### src/rtl/uart_rx_deserializer_if.sv
// Parallel/serial signal bundle between the RX pad synchronizer side and the
// UART RX deserializer; clock and reset stay as plain ports on the block.
interface uart_rx_deserializer_if #(
    parameter int DATA_WIDTH = 8
);
    logic                  RX_IN;
    logic [5:0]            Prescale;
    logic                  PAR_EN;
    logic                  PAR_TYP;
    logic [DATA_WIDTH-1:0] P_DATA;
    logic                  Data_Valid;
    logic                  Parity_Error;
    logic                  Stop_Error;

    modport master (
        output RX_IN, Prescale, PAR_EN, PAR_TYP,
        input  P_DATA, Data_Valid, Parity_Error, Stop_Error
    );

    modport slave (
        input  RX_IN, Prescale, PAR_EN, PAR_TYP,
        output P_DATA, Data_Valid, Parity_Error, Stop_Error
    );
endinterface

### src/rtl/uart_rx_deserializer.sv
// UART receive deserializer: oversampled start detection with glitch rejection,
// 3-sample majority per bit, optional parity and stop checking, one-cycle strobes.
module uart_rx_deserializer #(
    parameter int DATA_WIDTH = 8
) (
    input logic                  CLK,
    input logic                  RST,
    uart_rx_deserializer_if.slave bus
);
    localparam int BIT_W = $clog2(DATA_WIDTH);

    typedef enum logic [2:0] {
        S_IDLE,
        S_START,
        S_DATA,
        S_PARITY,
        S_STOP
    } state_t;

    state_t                state_q, state_d;
    logic [5:0]            p_q;
    logic [5:0]            p_sel;
    logic [5:0]            half;
    logic [5:0]            edge_cnt;
    logic [BIT_W-1:0]      bit_cnt;
    logic                  par_en_q;
    logic                  par_typ_q;
    logic                  par_err_q;
    logic [2:0]            samples;
    logic [DATA_WIDTH-1:0] shift_q;
    logic                  bit_end;
    logic                  maj;

    // Only 16 and 32 are legal alternatives; anything else falls back to 8.
    always_comb begin
        case (bus.Prescale)
            6'd16:   p_sel = 6'd16;
            6'd32:   p_sel = 6'd32;
            default: p_sel = 6'd8;
        endcase
    end

    assign half    = p_q >> 1;
    assign bit_end = (edge_cnt == p_q - 6'd1);
    assign maj     = (samples[0] & samples[1]) | (samples[0] & samples[2]) |
                     (samples[1] & samples[2]);

    always_ff @(posedge CLK or negedge RST) begin
        // NOTE: sequential state uses non-blocking assignments so every register
        // samples pre-edge values regardless of statement order.
        if (!RST) state_q <= S_IDLE;
        else      state_q <= state_d;
    end

    always_comb begin
        // NOTE: next-state defaults to the current state up front so no path
        // through the case leaves state_d unassigned (no latch).
        state_d = state_q;
        case (state_q)
            S_IDLE:   if (!bus.RX_IN) state_d = S_START;
            S_START:  if (bit_end) state_d = maj ? S_IDLE : S_DATA;
            S_DATA:   if (bit_end && bit_cnt == BIT_W'(DATA_WIDTH - 1))
                          state_d = par_en_q ? S_PARITY : S_STOP;
            S_PARITY: if (bit_end) state_d = S_STOP;
            S_STOP:   if (bit_end) state_d = S_IDLE;
            default:  state_d = S_IDLE;
        endcase
    end

    always_ff @(posedge CLK or negedge RST) begin
        if (!RST) begin
            p_q              <= 6'd8;
            par_en_q         <= 1'b0;
            par_typ_q        <= 1'b0;
            par_err_q        <= 1'b0;
            edge_cnt         <= '0;
            bit_cnt          <= '0;
            samples          <= '0;
            shift_q          <= '0;
            bus.P_DATA       <= '0;
            bus.Data_Valid   <= 1'b0;
            bus.Parity_Error <= 1'b0;
            bus.Stop_Error   <= 1'b0;
        end else begin
            bus.Data_Valid   <= 1'b0;
            bus.Parity_Error <= 1'b0;
            bus.Stop_Error   <= 1'b0;

            if (state_q == S_IDLE) begin
                // The detecting cycle itself counts as E=0 of the start bit.
                edge_cnt  <= bus.RX_IN ? 6'd0 : 6'd1;
                bit_cnt   <= '0;
                par_err_q <= 1'b0;
                if (!bus.RX_IN) begin
                    p_q       <= p_sel;
                    par_en_q  <= bus.PAR_EN;
                    par_typ_q <= bus.PAR_TYP;
                end
            end else begin
                edge_cnt <= bit_end ? 6'd0 : edge_cnt + 6'd1;

                if (edge_cnt == half - 6'd1) samples[0] <= bus.RX_IN;
                if (edge_cnt == half)        samples[1] <= bus.RX_IN;
                if (edge_cnt == half + 6'd1) samples[2] <= bus.RX_IN;

                if (bit_end) begin
                    case (state_q)
                        S_DATA: begin
                            shift_q[bit_cnt] <= maj;
                            bit_cnt          <= bit_cnt + BIT_W'(1);
                        end
                        S_PARITY: par_err_q <= maj ^ (^shift_q) ^ par_typ_q;
                        S_STOP: begin
                            if (!par_err_q && maj) begin
                                bus.P_DATA     <= shift_q;
                                bus.Data_Valid <= 1'b1;
                            end
                            bus.Parity_Error <= par_err_q;
                            bus.Stop_Error   <= ~maj;
                        end
                        default: ;
                    endcase
                end
            end
        end
    end
endmodule

### src/flat_wrapper.sv
// flat-port wrapper written by rule: the top's interface ports become plain ports
module uart_rx_deserializer_flat 
#(
    parameter int DATA_WIDTH = 8
)
  (CLK, RST, bus_RX_IN, bus_Prescale, bus_PAR_EN, bus_PAR_TYP, bus_P_DATA, bus_Data_Valid, bus_Parity_Error, bus_Stop_Error);
  uart_rx_deserializer_if #(.DATA_WIDTH(DATA_WIDTH)) bus_i ();
  input logic CLK;
  input logic RST;
  input wire logic [$bits(bus_i.RX_IN)-1:0] bus_RX_IN;
  input wire logic [$bits(bus_i.Prescale)-1:0] bus_Prescale;
  input wire logic [$bits(bus_i.PAR_EN)-1:0] bus_PAR_EN;
  input wire logic [$bits(bus_i.PAR_TYP)-1:0] bus_PAR_TYP;
  output wire logic [$bits(bus_i.P_DATA)-1:0] bus_P_DATA;
  output wire logic [$bits(bus_i.Data_Valid)-1:0] bus_Data_Valid;
  output wire logic [$bits(bus_i.Parity_Error)-1:0] bus_Parity_Error;
  output wire logic [$bits(bus_i.Stop_Error)-1:0] bus_Stop_Error;
  assign bus_i.RX_IN = bus_RX_IN;
  assign bus_i.Prescale = bus_Prescale;
  assign bus_i.PAR_EN = bus_PAR_EN;
  assign bus_i.PAR_TYP = bus_PAR_TYP;
  assign bus_P_DATA = bus_i.P_DATA;
  assign bus_Data_Valid = bus_i.Data_Valid;
  assign bus_Parity_Error = bus_i.Parity_Error;
  assign bus_Stop_Error = bus_i.Stop_Error;
  uart_rx_deserializer #(.DATA_WIDTH(DATA_WIDTH)) u_core (.CLK(CLK), .RST(RST), .bus(bus_i));
endmodule
### config.mk
export PLATFORM = sky130hd
export DESIGN_NAME = uart_rx_deserializer_flat
export DESIGN_NICKNAME = d
export VERILOG_FILES = /design/src/rtl/uart_rx_deserializer_if.sv /design/src/rtl/uart_rx_deserializer.sv /design/src/flat_wrapper.sv
export SDC_FILE = /design/constraint.sdc
export NUM_CORES = 1
export LEC_CHECK = 0
export BUFFER_PORTS_ARGS = -buffer_cell sky130_fd_sc_hd__buf_2
export CORE_ASPECT_RATIO = 0.75
export CORE_MARGIN = 2
export CORE_UTILIZATION = 50
export CTS_CLUSTER_SIZE = 12
export DETAILED_ROUTE_END_ITERATION = 8
export HOLD_SLACK_MARGIN = 0.02
export PLACE_DENSITY = 0.7
export SYNTH_ARGS = -nofsm -noshare
export SYNTH_HDL_FRONTEND = slang
export SYNTH_SLANG_ARGS = --single-unit
### constraint.sdc
create_clock -name CLK -period 2.55 [get_ports CLK]
set_input_delay 0.255 -clock CLK [delete_from_list [all_inputs] [get_ports CLK]]
set_output_delay 0.255 -clock CLK [all_outputs]
set_load 0.02 [all_outputs]
==> results.cfg <==
[synth]
yosysWarningCount = 0
synth-seq-cells = 40
synth_edf_count = 0
yosysTopAreaCellShare_pct = 48.0
synth_nets = 198
synth_area_um2 = 2030
yosysMostFrequentCell = dfrtp_1
syn_inst = 181
synth_async_sr_flop_share_pct = 100
syn_avg_cell_area_um2 = 11.2
synth.area.top_cells = dfrtp_1 48%, mux2_2 11%, xnor2_1 6.5%
synth.yosys.seq_area_share_pct = 49.3
ys.flop_type = dfrtp_1
ys_types = 41
synth_top_cell_by_area = dfrtp_1
synth_common_cells = 39 x dfrtp_1, 20 x mux2_2, 17 x nand2_1

[setup_path]
worst_r2r_path_depth = 8
crit_arrival_ps = 2560
worstPathRequired_ps = 2720
critPathKind = register to register
critical_path.max_stage_delay_ps = 580
crit_slowest_cell = dfstp_2
start_kind = register
cp_max_fo = 10
end_kind = register
crit_chain = inv_1 > ha_1 > xnor2_1 > nor4_2 > buf_4 > nand2_4 > nor4b_4 > mux2_1

[power]
p_leak_nw = 1.09
powerDensity_nw_per_um2 = 460
p_total_mw = 1.06
irDropWorstVdd_mv = 0.268

[timing]
layout_setup_ws_ps = 155
setup_violations = 0
slew_headroom_pct = 41.7
worst_slew_pin_slew_ps = 874
period_share_pct = 93.9
slew_violations = 0
grt_setup_unrepaired = false
fin_crit_ps = 2390
finClkSkew_ps = 5.09
max_freq_mhz = 418
hold_viol = 0
finalSetupTns_ps = 0

[detailed_routing]
wire_per_inst_um = 15.2
detail-route-antenna-nets = 0
drcViolationCount = 0
drt_pass1_iterations = 4
routed_wirelength_um = 3970
drtIter0Drc = 33
via_count = 1416
vias_per_cell = 5.40

[placed_design]
dp_hpwl_um = 2890
place_inst = 252
port-buffer-count = 21
post-place-ws_ps = 90.6
place.gp.congestion = 0.742

[outcome]
status = finished, final reports clean

[clock_tree]
cts_tree = built
cts_buffer_depth = 2
ctsRootBufferMaster = clkbuf_8
cts_sinks = 40
cts.htree.levels = 2
clkTransAtPathRegs_ps = 70
cts_made_buffers = 5
insertion_delay_ps = 290

[grt]
grt_first_pass_wirelength_um = 6650
grt_max_degree = 41
grt_overflow = 0
grt_usage_pct = 19.0
grt_antenna_before_repair = 0
grt_pass1_vias = 1404

[layout]
fin_cells = 262
layout-drive-gt1-share_pct = 29.0
fin_nets = 224
diodes = 0
area_growth_pct = 12.9

[floorplan]
die_h_um = 59.2
core_um2 = 3980
io_pins = 22
row_count = 20
dieArea_um2 = 4600
chipWidth_um = 77.6
initial_core_util_pct = 51.1

[run]
max-cap-violations = 0

[min_path]
hold_path_class = input pin to async pin
-- per-stage QoR --
stage          util (%)  area [um2]  hold slack [ps]
2_1_floorplan         -        2030            -40.6
3_3_place_gp       55.2        2200              409
3_5_place_dp       55.2        2200              429
4_1_cts            57.1        2270              114
5_1_grt            57.7        2300              146
6_report           57.7        2300             80.7
-- worst max-delay path: cells and delay by family, from the launching register on --
family	cells	cell delay (ps)
AND/OR/NAND/NOR	3	580
adder cells (fa/ha/maj)	1	330
buffers and inverters	2	280
flip-flops	1	580
multiplexers	1	360
XOR/XNOR	1	150
-- cell families (layout without fill, tap and decap cells) --
kind of cell               Yosys count  in the layout  share of synthesized area [%]
AOI/OAI and AO/OA                   15             15                           4.55
buffers and inverters               13             39                           2.77
muxes                               21             21                           11.6
xor gates and xnor gates            23             23                           10.6
and+or+nand+nor                     62             62                           16.9
DFF                                 40             40                           49.3
adders and majority gates            7              7                           4.18
-- power breakdown --
part           internal (mW)  leakage, nW  switching (mW)
combinational        0.00982        0.520          0.0212
clock                  0.186       0.0410           0.202
sequential             0.636        0.531        0.000914
-- final timing paths --
path                                             startpoint                           endpoint  slack, ps
hold / removal                                          RST       u_core.edge_cnt[5]$_DFF_PN0_         80
min in group CLK                                 bus_PAR_EN        u_core.par_en_q$_DFFE_PN0P_        190
setup reg to reg                  u_core.p_q[3]$_DFFE_PN1P_      u_core.shift_q[2]$_DFFE_PN0P_        160
max in group asynchronous                               RST  u_core.bus.Parity_Error$_DFF_PN0_       1920
setup / recovery                  u_core.p_q[3]$_DFFE_PN1P_      u_core.shift_q[2]$_DFFE_PN0P_        160
hold reg to reg            u_core.bus.P_DATA[0]$_DFFE_PN0P_   u_core.bus.P_DATA[0]$_DFFE_PN0P_        500
-- cell usage in the layout (no fill, tap or decap), types with 2 or more instances in the layout --
cell,Yosys,final
nand2_1,17,17
buf_2,3,21
ha_1,6,6
nor2b_1,2,2
inv_1,4,4
buf_4,1,7
a21oi_1,4,4
nand2b_1,4,4
nand3_1,3,3
o21ai_0,4,4
and2_1,2,3
nor2_1,14,14
o31ai_1,3,3
clkbuf_8,0,5
nor4_1,2,2
xnor2_1,15,15
xor2_1,7,7
nor3_1,6,6
dfrtp_1,39,39
mux2_2,20,20
-- repair_timing --
action	in CTS	in global routing
resized for setup	0	1
endpoints found under the setup margin	0	4
hold buffers	0	0
buffers inserted	0	3
-- registers in the layout, summed over array words and instances (netlist names) --
name / flops
u_core.p_q: 3
u_core.par_typ_q: 1
u_core.par_err_q: 1
u_core.bus.P_DATA: 8
u_core.shift_q: 8
u_core.bit_cnt: 3
u_core.par_en_q: 1
u_core.bus.Data_Valid: 1
u_core.samples: 3
u_core.state_q: 3
u_core.edge_cnt: 6
u_core.bus.Parity_Error: 1
u_core.bus.Stop_Error: 1
-- metal layers --
layer | track usage (%) | vias up | share of wire (%)
li1 | - | 668 | -
met2 | 30.7 | 25 | 48
met4 | 9.69 | 0 | 2.3
met5 | 0 | - | 0
met3 | 3.81 | 12 | 2.8
met1 | 24.7 | 711 | 47
-- area by class of cell --
class	instances	area, um2
clock buffers	6	72.6
clock inverters	1	5.00
fillers	325	1680
inverters	4	15.0
multi-input cells	128	975
flip-flops and latches	40	1000
well taps	55	68.8
repair buffers	28	158
Note: power is estimated with default switching activity, not from simulation.
